==> config.mk <==
export PLATFORM = sky130hd
export DESIGN_NAME = load_store_unit
export DESIGN_NICKNAME = d
export VERILOG_FILES = /design/src/rtl/riscv_pkg.sv /design/src/rtl/lsu_align.sv /design/src/rtl/load_store_unit.sv
export SDC_FILE = /design/constraint.sdc
export NUM_CORES = 1
export LEC_CHECK = 0
export ABC_AREA = 1
export BUFFER_PORTS_ARGS = -buffer_cell sky130_fd_sc_hd__buf_2
export CAP_MARGIN = 0
export CORE_MARGIN = 2
export CORE_UTILIZATION = 45
export DETAILED_ROUTE_END_ITERATION = 10
export PLACE_DENSITY = 0.74
export RECOVER_POWER = 100
export SLEW_MARGIN = 40
export SYNTH_ARGS = -nofsm -noshare
export SYNTH_HDL_FRONTEND = slang
export SYNTH_SLANG_ARGS = --single-unit
==> constraint.sdc <==
create_clock -name clk -period 2.6 [get_ports clk]
set_input_delay 0.52 -clock clk [delete_from_list [all_inputs] [get_ports clk]]
set_output_delay 0.52 -clock clk [all_outputs]
set_load 0.01 [all_outputs]
==> src/rtl/riscv_pkg.sv <==
// Shared RV32I definitions: MemOp encoding from the decoder and the LSU state encoding.
package riscv_pkg;

   localparam logic [2:0] MEMOP_B  = 3'b000;
   localparam logic [2:0] MEMOP_BU = 3'b001;
   localparam logic [2:0] MEMOP_H  = 3'b010;
   localparam logic [2:0] MEMOP_HU = 3'b011;
   localparam logic [2:0] MEMOP_W  = 3'b100;

   typedef enum logic [1:0] {
      LSU_IDLE = 2'd0,
      LSU_REQ  = 2'd1,
      LSU_WAIT = 2'd2,
      LSU_RESP = 2'd3
   } lsu_state_e;

endpackage

==> src/rtl/lsu_align.sv <==
// Combinational lane steering: byte enables, store replication, load extract/extension
// and detection of illegal or misaligned commands.
module lsu_align
   import riscv_pkg::*;
(
   input  logic        st_we,
   input  logic [2:0]  st_memop,
   input  logic [1:0]  st_off,
   input  logic [31:0] st_wdata,
   output logic [3:0]  st_be,
   output logic [31:0] st_lane,
   output logic        st_illegal,
   output logic        st_misaligned,
   input  logic [2:0]  ld_memop,
   input  logic [1:0]  ld_off,
   input  logic [31:0] ld_rdata,
   output logic [31:0] ld_data
);

   logic [31:0] ld_shift;

   always_comb begin
      st_be         = 4'b0000;
      st_lane       = 32'h0;
      st_illegal    = 1'b0;
      st_misaligned = 1'b0;
      case (st_memop)
         MEMOP_B, MEMOP_BU: begin
            st_be   = 4'b0001 << st_off;
            st_lane = {4{st_wdata[7:0]}};
         end
         MEMOP_H, MEMOP_HU: begin
            st_be         = st_off[1] ? 4'b1100 : 4'b0011;
            st_lane       = {2{st_wdata[15:0]}};
            st_misaligned = st_off[0];
         end
         MEMOP_W: begin
            st_be         = 4'b1111;
            st_lane       = st_wdata;
            st_misaligned = |st_off;
         end
         default: st_illegal = 1'b1;
      endcase
      // Unsigned variants only make sense for loads.
      if (st_we && (st_memop == MEMOP_BU || st_memop == MEMOP_HU))
         st_illegal = 1'b1;
      if (!st_we)
         st_lane = 32'h0;
   end

   assign ld_shift = ld_rdata >> {ld_off, 3'b000};

   always_comb begin
      case (ld_memop)
         MEMOP_B:  ld_data = {{24{ld_shift[7]}}, ld_shift[7:0]};
         MEMOP_BU: ld_data = {24'h0, ld_shift[7:0]};
         MEMOP_H:  ld_data = {{16{ld_shift[15]}}, ld_shift[15:0]};
         MEMOP_HU: ld_data = {16'h0, ld_shift[15:0]};
         default:  ld_data = ld_rdata;
      endcase
   end

endmodule

==> src/rtl/load_store_unit.sv <==
// RV32I load/store unit: one word-aligned bus transaction per command with
// request/grant/response handshake, timeout, and extended load data return.
module load_store_unit
   import riscv_pkg::*;
#(
   parameter int TIMEOUT = 255
)
(
   input  logic        clk,
   input  logic        rst_n,
   input  logic        req_valid,
   output logic        req_ready,
   input  logic        req_we,
   input  logic [2:0]  req_memop,
   input  logic [31:0] req_addr,
   input  logic [31:0] req_wdata,
   output logic        resp_valid,
   output logic [31:0] resp_rdata,
   output logic        resp_err,
   output logic        bus_req,
   output logic        bus_we,
   output logic [31:0] bus_addr,
   output logic [3:0]  bus_be,
   output logic [31:0] bus_wdata,
   input  logic        bus_gnt,
   input  logic        bus_rvalid,
   input  logic [31:0] bus_rdata
);

   localparam int CW = ($clog2(TIMEOUT + 1) > 8) ? $clog2(TIMEOUT + 1) : 8;

   lsu_state_e  state, state_nxt;
   logic [CW-1:0] cnt;
   logic        we_q;
   logic [2:0]  memop_q;
   logic [1:0]  off_q;

   logic [3:0]  st_be;
   logic [31:0] st_lane;
   logic        st_illegal, st_misaligned;
   logic [31:0] ld_data;
   logic        cmd_bad, timeout;

   lsu_align u_align (
      .st_we         (req_we),
      .st_memop      (req_memop),
      .st_off        (req_addr[1:0]),
      .st_wdata      (req_wdata),
      .st_be         (st_be),
      .st_lane       (st_lane),
      .st_illegal    (st_illegal),
      .st_misaligned (st_misaligned),
      .ld_memop      (memop_q),
      .ld_off        (off_q),
      .ld_rdata      (bus_rdata),
      .ld_data       (ld_data)
   );

   assign cmd_bad = st_illegal | st_misaligned;
   // The counter value is the number of REQ/WAIT cycles already spent, so this
   // cycle is the TIMEOUT-th one when it equals TIMEOUT-1.
   assign timeout = (cnt >= CW'(TIMEOUT - 1));

   assign req_ready  = (state == LSU_IDLE);
   assign resp_valid = (state == LSU_RESP);
   assign bus_req    = (state == LSU_REQ);

   always_comb begin
      state_nxt = state;
      case (state)
         LSU_IDLE: if (req_valid) state_nxt = cmd_bad ? LSU_RESP : LSU_REQ;
         LSU_REQ: begin
            if (bus_gnt)      state_nxt = LSU_WAIT;
            else if (timeout) state_nxt = LSU_RESP;
         end
         LSU_WAIT: if (bus_rvalid || timeout) state_nxt = LSU_RESP;
         LSU_RESP: state_nxt = LSU_IDLE;
         default:  state_nxt = LSU_IDLE;
      endcase
   end

   always_ff @(posedge clk or negedge rst_n) begin
      if (!rst_n) begin
         state      <= LSU_IDLE;
         cnt        <= '0;
         we_q       <= 1'b0;
         memop_q    <= 3'b000;
         off_q      <= 2'b00;
         bus_we     <= 1'b0;
         bus_addr   <= 32'h0;
         bus_be     <= 4'b0000;
         bus_wdata  <= 32'h0;
         resp_rdata <= 32'h0;
         resp_err   <= 1'b0;
      end else begin
         state <= state_nxt;
         case (state)
            LSU_IDLE: begin
               if (req_valid) begin
                  we_q    <= req_we;
                  memop_q <= req_memop;
                  off_q   <= req_addr[1:0];
                  if (cmd_bad) begin
                     resp_err   <= 1'b1;
                     resp_rdata <= 32'h0;
                  end else begin
                     bus_we    <= req_we;
                     bus_addr  <= {req_addr[31:2], 2'b00};
                     bus_be    <= st_be;
                     bus_wdata <= st_lane;
                     cnt       <= '0;
                  end
               end
            end
            LSU_REQ, LSU_WAIT: begin
               cnt <= cnt + 1'b1;
               // A response arriving in the timeout cycle still wins.
               if (state == LSU_WAIT && bus_rvalid) begin
                  resp_rdata <= we_q ? 32'h0 : ld_data;
                  resp_err   <= 1'b0;
               end else if (state_nxt == LSU_RESP) begin
                  resp_rdata <= 32'h0;
                  resp_err   <= 1'b1;
               end
            end
            default: begin
               resp_rdata <= 32'h0;
               resp_err   <= 1'b0;
            end
         endcase
      end
   end

endmodule

==> results.md, run 1 <==
| Quantity | This run |
|---|---|
| Result of the run | complete, but fails checks |
| Failing checks | max-capacitance violations, max-slew violations |
| Count of final hold-check violations | 0 |
| Average wire length per cell after detail routing | 14.4 um |
| Std cell rows | 42 |
| Endpoint class of the critical path | flip-flop |
| Effective utilization at floorplan | 45.6% |
| Count of cells resized by post-cts repair | 0 |
| Die Outline Area | 0.0143 mm^2 |
| Via density | 5.10 |
| Layout filler cell count | 1309 |
| Die Height | 119 um |
| Number of clock sinks | 116 |
| Layout cell share with drive strength beyond 1 | 16.8% |
| I/O Pins | 210 |
| Share of synthesized area occupied by flip-flops and latches | 48.5% |
| Dominant cells by area after synthesis | dfrtp_1 48%, nand2_1 18%, nand3_1 5.9%, o21ai_0 5.1%, nor2_1 4.2% |
| Cts bufs inserted | 17 |
| Final nets | 1087 |
| Register-to-register setup slack | 0.40 ns |
| Final period util | 84.5% |
| Power per cell area | 1110 mW/mm^2 |
| CTS tree | yes |
| Design internal power | 4.97 mW |
| Worst endpoint required time | 2.96 ns |
| Post-Syn Instances | 780 |
| CP Launch Type | flip-flop |
| Die width | 119 um |
| Post-detail-place hpwl | 12.2 mm |
| Fraction of synthesized cell area taken by the top area cell type | 48.5% |
| Unrepaired setup endpoints after global routing | false |
| Max_cap viols | 1 |
| Number of violations reported at the end of detailed-routing iteration 0 | 384 |
| Worst setup path start | state[0] |
| Commonest cells after routing, fill and taps aside | 283 x nand2_1, 116 x dfrtp_1, 104 x buf_2, 104 x clkbuf_1, 71 x nand3_1 |
| Yosys warning total | 0 |
| Number of antenna violations at the first check in global routing | 0 |
| Min cycle time layout | 2.20 ns |
| Max-slew headroom | -42.9% |
| Portion of total power attributed to combinational logic | 37.6% |
| IR drop worst, VDD | 0.581 mV |
| Most common cell after layout, fill and taps aside | nand2_1 |
| Post-Route WL | 16.8 mm |
| DRC | 0 |
| Transition time at the pin with the least slew margin | 2.14 ns |
| LEAKAGE | 3.98 nW |
| Share of async-settable or async-resettable flops after synthesis | 100% |
| Post-CTS Repair Setup Buffers | 0 |
| Reported net switching power | 3.48 mW |
| Mapped Area | 0.00599 mm^2 |
| Port-buffer cells | 207 |
| Worst hold path startpoint | req_addr[2] |
| Clock power share | 28.7% |
| Count of nets left with antenna violations after detail routing | 0 |
| Largest net degree at the start of global routing | 42 |
| Core Footprint | 0.0131 mm^2 |
| Worst-path fanout max | 41 |
| Vias in the first global route | 5572 |
| Flip-flop cell with the highest count after synthesis | dfrtp_1 |
| Routed via count | 5940 |
| Switching fraction of total power | 41.2% |
| Grt ovf | 0 |
| Class of the tightest hold or removal check | in -> reg |
| Sum of negative setup slack | 0 ns |
| Final RePlAce weighted congestion | 0.825 |
| EDFF count, synth | 0 |
| Clock slew seen by the registers of the worst setup and hold paths | 0.06 ns |
| Count of hold buffers inserted by post-cts repair | 0 |
| Maximum clock frequency | 0.455 GHz |
| Clock buffer depth | 2 |
| Number of distinct library cell variants in the gate-level netlist after synthesis | 35 |
| R2R Path Start | state[0] |
| Crit path DAT | 2.56 ns |
| Total routing usage reported by global routing | 24.2% |
| Seq cells post-synth | 116 |
| Share of total power in sequential cells | 33.7% |
| Diodes inserted | 0 |
| Wire length of the first global-routing pass | 27.0 mm |
| Skew-Pair Late Insertion Delay | 0.43 ns |
| Iteration count of the initial detailed-routing pass | 5 |
| Start-to-end type of the worst setup path | reg -> reg |
| Depth of the CTS H-tree | 4 |
| Cell type contributing the most total cell area after synthesis | dfrtp_1 |
| Final number of max-transition violations | 36 |
| Cell chosen for the clock root | clkbuf_16 |
| Synthesis-to-layout area growth | 27.0% |
| Setup-failing EPs final | 0 |
| Overall power | 8.46 mW |
| Post-synthesis area per instance | 7.68 um^2 |
| Clk_skew | 0.0147 ns |
metrics by stage:
| step | util [%] | cell area (um^2) | cells | hold WS (ns) | worst slack [ns] |
|---|---|---|---|---|---|
| final | 57.9 | 7610 | 1165 | 0.291 | 0.403 |
| after global routing | 57.9 | 7610 | 1165 | 0.282 | 0.176 |
| after CTS | 59.0 | 7750 | 1165 | 0.0711 | 0.495 |
| after detailed placement | 54.3 | 7130 | 1133 | 0.453 | 0.394 |
| after global placement | 54.3 | 7130 | 1133 | 0.449 | 0.449 |
| after floorplan | - | 5990 | 781 | 0.224 | 0.819 |
logic make-up (layout without fill, tap and decap cells):
logic type,count (synthesis),after routing,synth area share [%]
and+or+nand+nor,441,441,30.5
buffers and inverters,92,300,7.02
muxes,2,2,0.376
adders and majority gates,6,6,1.25
AOI/OAI and AO/OA,116,116,11.4
other,1,2,0.0626
xor gates and xnor gates,6,6,0.877
DFF,116,116,48.5
cell type report:
| type | instances | area (um^2) | share of cell area (%) |
|---|---|---|---|
| multi-input cells | 573 | 2660 | 35.0 |
| inverters | 49 | 184 | 2.42 |
| clock inverters | 14 | 178 | 2.34 |
| clock buffers | 18 | 439 | 5.77 |
| repair buffers | 219 | 1020 | 13.4 |
| well taps | 176 | 220 | 2.90 |
| flip-flops and latches | 116 | 2900 | 38.2 |
power by group through the flow:
stage / Sequential [mW] / Combinational [mW] / Clock [mW]
after floorplan: 3.04 / 2.10 / 0
after CTS: 2.83 / 3.40 / 2.48
after detailed placement: 2.83 / 3.40 / 0
final: 2.85 / 3.18 / 2.43
after global placement: 2.82 / 3.34 / 0
after global routing: 2.93 / 3.60 / 2.57
worst paths after layout:
kind | to | depth (start not counted)
max reg2reg | bus_addr[25] | 8
max in group asynchronous | resp_rdata[5] | 1
min | bus_addr[2] | 3
max | bus_addr[25] | 8
min in group asynchronous | bus_wdata[28] | 1
min reg2reg | bus_addr[10] | 2
worst max-delay path, stage by stage, from the launching register on:
cell	delay, ns
dfrtp_1	0.40
inv_1	0.09
ha_1	0.32
nand2_1	0.35
nor2_4	0.08
inv_1	0.08
buf_2	0.58
nand2_1	0.12
nand2_1	0.10
state kept, by name (all words and copies together), names as in the netlist:
register	cells
bus_wdata	32
cnt	8
state	2
bus_we	1
memop_q	3
we_q	1
bus_be	4
resp_rdata	32
bus_addr	30
resp_err	1
off_q	2
synthesized netlist by cell type, types with 2 or more instances:
| library cell | n |
|---|---|
| a211oi_1 | 16 |
| a21oi_1 | 10 |
| a31oi_1 | 4 |
| buf_1 | 2 |
| buf_2 | 18 |
| buf_4 | 8 |
| buf_6 | 3 |
| clkbuf_1 | 12 |
| dfrtp_1 | 116 |
| ha_1 | 6 |
| inv_1 | 45 |
| inv_2 | 3 |
| mux2_2 | 2 |
| nand2_1 | 282 |
| nand2_2 | 7 |
| nand2_4 | 2 |
| nand3_1 | 71 |
| nand4_1 | 3 |
| nor2_1 | 67 |
| nor2_4 | 3 |
| nor3_1 | 3 |
| o211ai_1 | 2 |
| o21ai_0 | 61 |
| o31ai_1 | 19 |
| xor2_1 | 5 |
layer usage:
metal  up-vias  global-route usage (%)  routed length [um]
met4         0                    7.72                 286
met2       258                    39.8                7970
met5         -                       0                   0
li1       2914                       -                   -
met3        26                    9.53                1660
met1      2742                    29.1                6870
Note: power is estimated with default switching activity, not from simulation.
==> inputs of run 2 (changes only) <==
- clock period: 2.6 -> 2.15 ns (I/O delays scaled with it)
==> results.md, run 2 (synthesis results as in run 1) <==
| Quantity | This run |
|---|---|
| Synthesis-to-layout area growth | 27.3% |
| CTS tree | yes |
| Grt ovf | 0 |
| Skew-Pair Late Insertion Delay | 0.41 ns |
| Post-detail-place hpwl | 12.3 mm |
| Final period util | 90.0% |
| Number of clock sinks | 116 |
| Final number of max-transition violations | 0 |
| Endpoint class of the critical path | flip-flop |
| Crit-path max cell delay | 0.41 ns |
| Std cell rows | 42 |
| LEAKAGE | 4.01 nW |
| IR drop worst, VDD | 0.693 mV |
| Die Outline Area | 0.0143 mm^2 |
| Register-to-register setup slack | 0.22 ns |
| Instance count on the critical path | 7 |
| Setup-failing EPs final | 0 |
| Effective utilization at floorplan | 45.6% |
| Max-slew headroom | 32.7% |
| Most common cell after layout, fill and taps aside | nand2_1 |
| Wire length of the first global-routing pass | 27.9 mm |
| CP Launch Type | flip-flop |
| Largest registers | bus_wdata x32, resp_rdata x32, bus_addr x30 |
| Largest net degree at the start of global routing | 72 |
| R2r worst-path depth | 7 |
| Post-Route WL | 16.8 mm |
| Sum of negative setup slack | 0 ns |
| Via density | 5.10 |
| DRC | 0 |
| Average wire length per cell after detail routing | 14.4 um |
| Clock buffer depth | 2 |
| Core Footprint | 0.0131 mm^2 |
| Cell type group with the largest total delay on the critical path | simple AND/OR/NAND/NOR gates |
| Port-buffer cells | 207 |
| Final nets | 1092 |
| Class of the tightest hold or removal check | in -> async |
| Worst endpoint required time | 2.50 ns |
| Worst path slowest cell | dfrtp_1 |
| Most prevalent standard cell on the critical path | nand2_1 |
| Post-placement cell count | 1138 |
| I/O Pins | 210 |
| Die Height | 119 um |
| Start-to-end type of the worst setup path | reg -> reg |
| Transition time at the pin with the least slew margin | 1.01 ns |
| Layout cell share with drive strength beyond 1 | 16.3% |
| Commonest cells after routing, fill and taps aside | 283 x nand2_1, 116 x dfrtp_1, 110 x clkbuf_1 |
| Depth of the CTS H-tree | 4 |
| Cell chosen for the clock root | clkbuf_16 |
| Cells along the critical path | inv_1 -> ha_1 -> nand2_1 -> nor2_4 -> clkbuf_4 -> nand3_1 -> nand2_1 |
| Result of the run | complete, no violations |
| Diodes inserted | 0 |
| Min cycle time layout | 1.93 ns |
| Routed via count | 5967 |
| Power per cell area | 1350 mW/mm^2 |
| Count of final hold-check violations | 0 |
| R2R Path End | bus_wdata[18] |
| Number of antenna violations at the first check in global routing | 0 |
| Clk_skew | 0.00818 ns |
| Count of nets left with antenna violations after detail routing | 0 |
| Vias in the first global route | 5740 |
| Worst-path fanout max | 38 |
| Non-filler cells, final | 1169 |
| Total routing usage reported by global routing | 24.8% |
| Maximum clock frequency | 0.517 GHz |
| Max_cap viols | 0 |
| Die width | 119 um |
| R2R Path Start | state[0] |
| Count of hold buffers inserted by post-cts repair | 0 |
| Iteration count of the initial detailed-routing pass | 5 |
| Buffers and inverters on the worst path | 2 |
| Clock slew seen by the registers of the worst setup and hold paths | 0.05 ns |
| Crit path DAT | 2.28 ns |
| Cts bufs inserted | 17 |
| Number of violations reported at the end of detailed-routing iteration 0 | 373 |
| Final RePlAce weighted congestion | 0.869 |
| Unrepaired setup endpoints after global routing | false |
## run 2: worst max path at each step
stage / to / start
floorplan: resp_rdata[6] / state[0]
detailed placement: resp_rdata[13] / req_memop[1]
global route: resp_rdata[23] / cnt[0]
finish: bus_wdata[18] / state[0]
global placement: resp_rdata[18] / req_memop[1]
CTS: req_ready / state[0]
## run 2: layout make-up
type / instances / area (um^2)
Fill cell: 1346 / 5510
Clock inverter: 8 / 150
Timing Repair Buffer: 224 / 1040
Clock buffer: 23 / 468
Sequential cell: 116 / 2900
Multi-Input combinational cell: 573 / 2670
Tap cell: 176 / 220
Inverter: 49 / 184
## run 2: stage by stage
stage	hold WS [ns]	cell area (um^2)	worst slack, ns	power, mW	utilization (%)
after floorplan	0.134	5990	0.369	6.22	-
after global placement	0.449	7190	0.212	7.51	54.8
after detailed placement	0.453	7190	0.177	7.60	54.8
after CTS	0.00481	7810	0.183	10.6	59.5
after global routing	0.207	7630	0.0302	11.1	58.1
final	0.183	7630	0.216	10.3	58.1
## run 2: what timing repair did
| action | CTS | global route |
|---|---|---|
| endpoints found under the setup margin | 0 | 3 |
| buffers inserted | 0 | 0 |
| gates resized for setup | 0 | 1 |
## run 2: routing by layer
metal / global-route usage [%] / vias to the layer above / wire (um)
met5: 0 / - / 0
met4: 8.53 / 0 / 255
met3: 8.67 / 26 / 1640
met2: 40.4 / 261 / 7970
met1: 30.9 / 2748 / 6950
li1: - / 2932 / -
## run 2: power by group
part | leakage [nW] | switching [mW] | internal [mW] | total (mW)
Combinational | 2.18 | 2.67 | 1.26 | 3.93
Clock | 0.297 | 0.958 | 1.99 | 2.95
Sequential | 1.53 | 0.485 | 2.93 | 3.42
## run 2: worst reg2reg max path, cell delays in order, from the launching register on
cell      delay [ns]
dfrtp_1         0.41
inv_1           0.11
ha_1            0.38
nand2_1         0.17
nor2_4          0.17
clkbuf_4        0.40
nand3_1         0.16
nand2_1         0.08
